===== src/rtl/fifo_wr_arbiter.sv =====
// Round-robin write arbiter: NREQ valid/ready requesters share one FIFO write port.
// Burst ownership is capped at MAX_BURST beats; a credit counter mirrors FIFO free space.
module fifo_wr_arbiter #(
   parameter int NREQ      = 4,
   parameter int WIDTH     = 8,
   parameter int DEPTH     = 8,
   parameter int MAX_BURST = 4,
   localparam int IW = $clog2(NREQ),
   localparam int CW = $clog2(DEPTH) + 1,
   localparam int BW = $clog2(MAX_BURST + 1)
) (
   input  logic                    clk,
   input  logic                    rst,
   input  logic [NREQ-1:0]         req_valid,
   input  logic [NREQ*WIDTH-1:0]   req_data,
   output logic [NREQ-1:0]         req_ready,
   output logic                    fifo_wr_en,
   output logic [WIDTH-1:0]        fifo_din,
   input  logic                    fifo_full,
   input  logic                    fifo_rd_en,
   input  logic                    fifo_empty,
   output logic [IW-1:0]           grant_id,
   output logic                    busy,
   output logic [CW-1:0]           credits
);

   typedef enum logic {IDLE, GRANT} state_t;

   state_t           r_state;
   logic [IW-1:0]    r_rr_ptr;
   logic [IW-1:0]    r_grant_id;
   logic [BW-1:0]    r_beat_cnt;
   logic [CW-1:0]    r_credits;
   logic             r_busy;
   logic             r_wr_en;
   logic [WIDTH-1:0] r_din;

   logic [IW-1:0]    w_rot_idx [NREQ];
   logic [WIDTH-1:0] w_req_data [NREQ];
   logic             w_can_write;
   logic             w_owner_valid;
   logic             w_accept;
   logic             w_cred_inc;
   logic             w_pick_found;
   logic [IW-1:0]    w_pick_idx;
   logic [IW-1:0]    w_next_ptr;

   // w_rot_idx[k] is the requester k places after rr_ptr, wrapped mod NREQ
   genvar gi;
   generate
      for (gi = 0; gi < NREQ; gi++) begin : g_req
         logic [IW:0] w_sum;
         assign w_sum          = {1'b0, r_rr_ptr} + (IW+1)'(gi);
         assign w_rot_idx[gi]  = (w_sum >= (IW+1)'(NREQ)) ? IW'(w_sum - (IW+1)'(NREQ))
                                                          : w_sum[IW-1:0];
         assign w_req_data[gi] = req_data[gi*WIDTH +: WIDTH];
      end
   endgenerate

   assign w_can_write   = (r_credits != '0) && !fifo_full;
   assign w_owner_valid = req_valid[r_grant_id];
   assign w_accept      = (r_state == GRANT) && w_owner_valid && w_can_write;
   assign w_cred_inc    = fifo_rd_en && !fifo_empty;
   assign w_next_ptr    = (r_grant_id == IW'(NREQ - 1)) ? '0 : r_grant_id + 1'b1;

   // Scan from the farthest offset down so the closest valid requester wins
   always_comb begin
      w_pick_found = 1'b0;
      w_pick_idx   = '0;
      for (int k = NREQ - 1; k >= 0; k--) begin
         if (req_valid[w_rot_idx[k]]) begin
            w_pick_found = 1'b1;
            w_pick_idx   = w_rot_idx[k];
         end
      end
   end

   always_comb begin
      req_ready = '0;
      if (r_state == GRANT && w_can_write)
         req_ready[r_grant_id] = 1'b1;
   end

   always_ff @(posedge clk or posedge rst) begin
      if (rst) begin
         r_state    <= IDLE;
         r_rr_ptr   <= '0;
         r_grant_id <= '0;
         r_beat_cnt <= '0;
         r_credits  <= CW'(DEPTH);
         r_busy     <= 1'b0;
         r_wr_en    <= 1'b0;
         r_din      <= '0;
      end else begin
         r_wr_en <= w_accept;
         if (w_accept)
            r_din <= w_req_data[r_grant_id];

         if (w_cred_inc && !w_accept)
            r_credits <= r_credits + 1'b1;
         else if (!w_cred_inc && w_accept)
            r_credits <= r_credits - 1'b1;

         case (r_state)
            IDLE: begin
               if (w_pick_found && w_can_write) begin
                  r_state    <= GRANT;
                  r_busy     <= 1'b1;
                  r_grant_id <= w_pick_idx;
                  r_beat_cnt <= '0;
               end
            end
            GRANT: begin
               if (!w_owner_valid) begin
                  r_state  <= IDLE;
                  r_busy   <= 1'b0;
                  r_rr_ptr <= w_next_ptr;
               end else if (w_accept) begin
                  r_beat_cnt <= r_beat_cnt + 1'b1;
                  if (r_beat_cnt == BW'(MAX_BURST - 1)) begin
                     r_state  <= IDLE;
                     r_busy   <= 1'b0;
                     r_rr_ptr <= w_next_ptr;
                  end
               end
            end
            default: r_state <= IDLE;
         endcase
      end
   end

   assign fifo_wr_en = r_wr_en;
   assign fifo_din   = r_din;
   assign grant_id   = r_grant_id;
   assign busy       = r_busy;
   assign credits    = r_credits;

endmodule


===== config.mk =====
export PLATFORM = sky130hd
export DESIGN_NAME = fifo_wr_arbiter
export DESIGN_NICKNAME = d
export VERILOG_FILES = /design/src/rtl/fifo_wr_arbiter.sv
export SDC_FILE = /design/constraint.sdc
export NUM_CORES = 1
export LEC_CHECK = 0
export CORE_UTILIZATION = 39
export CTS_CLUSTER_SIZE = 20
export DETAILED_ROUTE_END_ITERATION = 8
export GPL_ROUTABILITY_DRIVEN = 0
export GPL_TIMING_DRIVEN = 1
export MAX_ROUTING_LAYER = met4
export PLACE_DENSITY = 0.73
export SYNTH_ARGS = -nofsm -noshare
export SYNTH_HDL_FRONTEND = slang
export SYNTH_SLANG_ARGS = --single-unit

===== constraint.sdc =====
create_clock -name clk -period 2.8 [get_ports clk]
set_input_delay 0.56 -clock clk [delete_from_list [all_inputs] [get_ports clk]]
set_output_delay 0.56 -clock clk [all_outputs]
set_load 0.02 [all_outputs]

==> flow_summary.json, run 1 <==
{
  "grt_pass1_vias": 1315,
  "synth_top_cell_by_area": "dfrtp_1",
  "p_sw_w": 0.000872,
  "syn_nets": 175,
  "power_density_nw_per_um2": 954,
  "dp_hpwl_mm": 3.23,
  "rr_worst_depth": 9,
  "crit_start": "fifo_full",
  "gr-total-overflow": 0,
  "worstPathRequired_ps": 2240,
  "seqPwrFrac_pct": 29.6,
  "yosysSeqAreaShare_pct": 37.1,
  "die-area_sq_um": 4060,
  "die_height_um": 63.7,
  "maxCapViolCount": 0,
  "ys_types": 42,
  "port_buffers": 60,
  "fp.dieW_um": 63.7,
  "cp-endpoint": "req_ready[2]",
  "drt_iter0_markers": 56,
  "insertedDiodeCount": 0,
  "pwr-share-comb_pct": 59.5,
  "synthCells": 124,
  "std_cell_rows": 22,
  "ir_worst_vdd_v": 0.000418,
  "clkSinkCount": 22,
  "holdCritPathClass": "reg2reg",
  "end_kind": "primary output",
  "p_total_w": 0.00216,
  "max_clock_freq_mhz": 368,
  "p_clk_share_pct": 10.9,
  "viasPerCell": 5.35,
  "drc": 0,
  "final_cells": 243,
  "clockBufferDepth": 2,
  "ioPinCount": 61,
  "vias": 1301,
  "final_util_pct": 61.9,
  "slew_headroom_pct": 41.4,
  "rsz0062_at_grt": "false",
  "outcome": "finished clean",
  "antenna_found_initial": 0,
  "avgRoutedWirePerCell_um": 16.5,
  "timing.rr.start": "credits[1]",
  "syn_avg_cell_area_sq_um": 12.0,
  "hold_viol_final": 0,
  "final-setup-viol-count": 0,
  "cts_max_level": 1,
  "core_sq_um": 3660,
  "grt_usage_pct": 21.9,
  "drtAntennaViolNets": 0,
  "synth_area_sq_um": 1490,
  "path_class": "in2out",
  "setup_slack_ps": 82.8,
  "yosysTopAreaCellShare_pct": 35.4,
  "period_needed_ps": 2720,
  "yosysWarnings": 0,
  "area_growth_pct": 52.4,
  "firstDrtPassIters": 4,
  "drive_above_1_share_pct": 23.1,
  "root_buffer": "clkbuf_8",
  "numCtsBuffers": 3,
  "tightest_slew_ps": 879,
  "r2r_end": "credits[3]",
  "p_int_w": 0.00129,
  "cp-start-kind": "input port",
  "p_leak_nw": 0.948,
  "setup_tns_ps": 0,
  "dpl_worst_slack_ps": -182,
  "dp.cells": 239,
  "clk_latency_ps": 270,
  "slew_viol_final": 0,
  "rrSetupSlack_ps": 320,
  "cts_tree": "built",
  "fin_worst_skew_ps": 1.22,
  "arrival_ps": 2160,
  "netSwitchingFraction_pct": 40.4,
  "grt_pass1_wl_mm": 6.47,
  "synth_area_leaders": "dfrtp_1 (35%), mux4_2 (12%), ha_1 (7.6%)",
  "grt_max_degree": 23,
  "finalNetCount": 247,
  "wirelength_mm": 4.00,
  "start_util_pct": 40.6,
  "cp_max_fo": 6,
  "clkSlewWorstSetupHoldPaths_ps": 80,
  "ys_ff_latch": 22,
  "period_share_pct": 97.0,
  "hold_buffers": 0
}
==> metrics by stage <==
step                      area [sq um]  hold slack [ps]
after detailed placement          2200              497
final                             2270              513
after global placement            2200              490
after floorplan                   1490              476
after CTS                         2260              517
after global routing              2270              545
==> logic make-up after synthesis <==
group | count (synthesis) | share of synthesized area, %
AO/OA/AOI/OAI | 22 | 11.0
multiplexers | 25 | 24.7
AND/OR/NAND/NOR | 30 | 13.0
XOR/XNOR | 2 | 1.18
buffers and inverters | 13 | 3.96
flip-flops | 22 | 37.1
adder cells (fa/ha/maj) | 10 | 8.92
==> layout by cell type (no fill, tap or decap), types with 2 or more instances in the layout <==
master | synthesis | layout
inv_1 | 9 | 9
a21oi_1 | 3 | 3
nand2_1 | 9 | 9
o31ai_1 | 2 | 2
clkbuf_8 | 0 | 4
ha_1 | 9 | 9
nand4b_1 | 2 | 2
buf_4 | 0 | 11
dfrtp_1 | 21 | 21
mux2_2 | 9 | 9
mux2_1 | 2 | 2
xnor2_1 | 2 | 2
nor2_1 | 3 | 3
mux2i_1 | 5 | 5
o221ai_1 | 3 | 3
nor4_1 | 2 | 2
and2_2 | 4 | 4
a21o_1 | 2 | 2
mux4_2 | 8 | 8
o21ai_0 | 3 | 3
nor3_1 | 3 | 3
clkdlybuf4s50_1 | 0 | 60
==> power groups by stage <==
stage | clock network, W | registers [W] | logic, W
after floorplan | 0 | 0.000743 | 0.000681
after global placement | 0 | 0.000632 | 0.00124
after detailed placement | 0 | 0.000650 | 0.00129
after CTS | 0.000240 | 0.000644 | 0.00129
after global routing | 0.000252 | 0.000667 | 0.00139
final | 0.000235 | 0.000639 | 0.00129
==> area by class of cell <==
cell class                 count  area, sq um
clock buffer                   4         55.1
multi-input combinational     89          882
timing repair buffer          71          683
inverter                       9         33.8
sequential                    22          552
tap                           48         60.1
fill                         300         1400
==> registers in the layout (all words and copies together), names as in the netlist <==
register and cells:
fifo_wr_en 1, credits 4, grant_id 2, busy 1
r_state 1, fifo_din 8, r_beat_cnt 3, r_rr_ptr 2
==> timing repair <==
action,CTS,global route
setup buffers,0,0
resized for setup,0,2
setup endpoints to repair,0,1
==> worst max-delay path, cell delays in order <==
cell	delay [ps]
clkdlybuf4s50_1	460
nor3_4	330
and2_2	200
clkdlybuf4s50_1	610
==> Yosys cell counts <==
library cell and n:
o221ai_1 3, a21o_2 1, nor2_1 3, clkbuf_2 1, xnor2_1 2, nand2_1 9
o311ai_0 1, mux2i_1 5, nor2b_1 1, and2_2 4, mux2i_2 1, a22o_1 1
and3_2 1, dfrtp_1 21, a21oi_1 3, fa_1 1, nand2b_1 1, clkbuf_1 1
a21boi_0 1, buf_6 1, inv_1 9, mux2_1 2, mux2_2 9, a221o_1 1
mux4_2 8, nor3_4 1, ha_1 9, nor4_1 2, o31ai_1 2, buf_2 1
a211o_2 1, nand3_1 1, a2111oi_0 1, o211ai_1 1, o21ai_0 3, a21o_1 2
dfstp_2 1, o21a_1 1, nor4_4 1, nand2_4 1, nand4b_1 2, nor3_1 3
==> worst min-delay path by stage <==
stage          cells past startpoint           from            end
2_1_floorplan                      2  r_beat_cnt[2]  r_beat_cnt[2]
3_3_place_gp                       2  r_beat_cnt[2]  r_beat_cnt[2]
3_5_place_dp                       1    fifo_din[1]    fifo_din[1]
4_1_cts                            1    fifo_din[3]    fifo_din[3]
5_1_grt                            1    fifo_din[1]    fifo_din[1]
6_report                           1    fifo_din[3]    fifo_din[3]
==> per-layer routing <==
layer	part of all wire [%]	vias to the layer above	GRT usage, %	wire length, um
met1	38	639	25.2	1530
met3	4.1	9	3.39	163
met2	55	45	38.4	2210
met4	2.2	0	7.95	89
met5	0	-	-	0
li1	-	608	-	-
Note: power is estimated with default switching activity, not from simulation.
==> run 2: changes to the inputs <==
CAP_MARGIN = 20   (was default)
CORE_MARGIN = 1.5   (was default)
RECOVER_POWER = 25   (was default)
==> run 2 against run 1 <==
- setup slack improved by 68 ps
- first-iteration DRC count decreased by 16%
- sequential share of layout area decreased by 0.11 points
- worst hold slack improved by 0.76 ps
- sequential cell count unchanged
- via count shrank 0.54%
- critical path depth up 6
- clock power is 2% lower
- critical path type is now in2reg
==> flow_summary.json, run 2 (synthesis results as in run 1) <==
{
  "port_buffers": 60,
  "crit_buf_inv": 2,
  "cpMostUsedCell": "ha_1",
  "max_clock_freq_mhz": 377,
  "pwr-share-comb_pct": 59.6,
  "dpl_cell_area_sq_um": 2200,
  "rrSetupSlack_ps": 290,
  "p_leak_nw": 1.02,
  "crit_start": "req_valid[2]",
  "cp_max_fo": 5,
  "end_kind": "flip-flop",
  "grt_max_degree": 23,
  "maxCapViolCount": 0,
  "layout_commonest_cell": "clkdlybuf4s50_1",
  "fp.dieW_um": 64.7,
  "clkSinkCount": 22,
  "outcome": "finished clean",
  "root_buffer": "clkbuf_8",
  "dp.cells": 239,
  "worstPathRequired_ps": 2980,
  "ir_worst_vdd_v": 0.000454,
  "crit_slowest_cell": "clkdlybuf4s50_1",
  "final_cell_mix": "clkdlybuf4s50_1 (55), dfrtp_1 (21), buf_4 (11)",
  "p_int_w": 0.00129,
  "final-setup-viol-count": 0,
  "hold_buffers": 0,
  "cts_max_level": 1,
  "avgRoutedWirePerCell_um": 15.8,
  "cp-start-kind": "input port",
  "hold_viol_final": 0,
  "p_clk_share_pct": 10.7,
  "wirelength_mm": 3.84,
  "drtAntennaViolNets": 0,
  "drt_iter0_markers": 47,
  "rsz0062_at_grt": "false",
  "ioPinCount": 61,
  "slew_headroom_pct": 42.2,
  "die_height_um": 64.7,
  "cp_slowest_stage_delay_ps": 540,
  "holdCritPathClass": "reg2reg",
  "hold_slack_ps": 514,
  "power_density_nw_per_um2": 948,
  "cp_cell_sequence": "clkdlybuf4s50_1, mux2i_1, mux2i_2, nand2_4, ha_1, inv_1, ha_1, a21o_2, a2111oi_2, o31ai_1",
  "numCtsBuffers": 3,
  "slew_viol_final": 0,
  "timing.rr.start": "credits[0]",
  "cp_top_family": "compound AO/OA/AOI/OAI gates",
  "fin_worst_skew_ps": 1.29,
  "firstDrtPassIters": 4,
  "cts_tree": "built",
  "tightest_slew_ps": 867,
  "rr_worst_depth": 9,
  "period_share_pct": 94.6,
  "start_util_pct": 40.6,
  "dp_hpwl_mm": 3.08,
  "die-area_sq_um": 4190,
  "multi_input_area_sq_um": 882,
  "vias": 1294,
  "grt_usage_pct": 20.4,
  "period_needed_ps": 2650,
  "grt_pass1_vias": 1397,
  "finalNetCount": 247,
  "p_sw_w": 0.000868,
  "seq_area_sq_um": 552,
  "r2r_end": "credits[3]",
  "largest_reg_flops": 8,
  "gr-total-overflow": 0,
  "final_cells": 243,
  "area_growth_pct": 53.1,
  "drive_above_1_share_pct": 23.1,
  "grt_pass1_wl_mm": 6.33,
  "core_sq_um": 3660,
  "clk_latency_ps": 260,
  "critical_path_cell_count": 10,
  "std_cell_rows": 22,
  "cp-endpoint": "credits[3]",
  "arrival_ps": 2830,
  "antenna_found_initial": 0,
  "path_class": "in2reg",
  "design_area_sq_um": 2280,
  "drc": 0,
  "clockBufferDepth": 2,
  "clkSlewWorstSetupHoldPaths_ps": 80,
  "insertedDiodeCount": 0,
  "seqPwrFrac_pct": 29.8,
  "netSwitchingFraction_pct": 40.2,
  "viasPerCell": 5.33,
  "fill_cells": 287
}
==> run 2: cell count changes in the layout (fill, tap and decap cells not counted), sizes merged <==
cell	before	now
dlygate4sd3	0	1
clkdlybuf4s50	60	55
dlymetal6s2s	0	4
==> run 2: metrics by stage <==
stage	utilization (%)	setup TNS [ps]	worst slack, ps	total power [W]
5_1_grt	62.2	0	34.8	0.00231
6_report	62.2	0	151	0.00216
3_5_place_dp	60.2	-155	-155	0.00193
3_3_place_gp	60.2	-30.2	-30.2	0.00187
2_1_floorplan	-	0	90.0	0.00142
4_1_cts	61.7	0	63.1	0.00217
==> run 2: final cells by class <==
class / instances / share of cell area, %
clock buffers: 4 / 2.42
multi-input cells: 89 / 38.8
flip-flops and latches: 22 / 24.2
inverters: 9 / 1.48
well taps: 48 / 2.64
repair buffers: 71 / 30.5
==> run 2: routing by layer <==
layer	share of wire (%)	global-route usage, %	up-vias
li1	-	-	614
met1	40	22.7	638
met2	55	36.6	35
met3	3.2	3.13	7
met4	1.3	7.71	0
met5	0	-	-
==> run 2: what timing repair did <==
| item | in CTS | in global routing |
|---|---|---|
| endpoints found under the setup margin | 0 | 5 |
| resized for setup | 0 | 6 |
| setup buffers | 0 | 0 |
==> run 2: worst min-delay path by stage <==
stage                        from       endpoint  slack [ps]  depth (start not counted)
global route          fifo_din[7]    fifo_din[7]         520                          1
global placement      fifo_din[3]    fifo_din[3]         490                          1
CTS                   fifo_din[4]    fifo_din[4]         520                          1
detailed placement    fifo_din[4]    fifo_din[4]         500                          1
floorplan           r_beat_cnt[2]  r_beat_cnt[2]         480                          2
finish                fifo_din[4]    fifo_din[4]         510                          1
==> run 2: power groups by stage <==
stage | sequential (W) | combinational, W | clock [W]
finish | 0.000642 | 0.00128 | 0.000230
global route | 0.000665 | 0.00139 | 0.000251
CTS | 0.000641 | 0.00129 | 0.000237
detailed placement | 0.000648 | 0.00129 | 0
global placement | 0.000631 | 0.00124 | 0
floorplan | 0.000743 | 0.000681 | 0
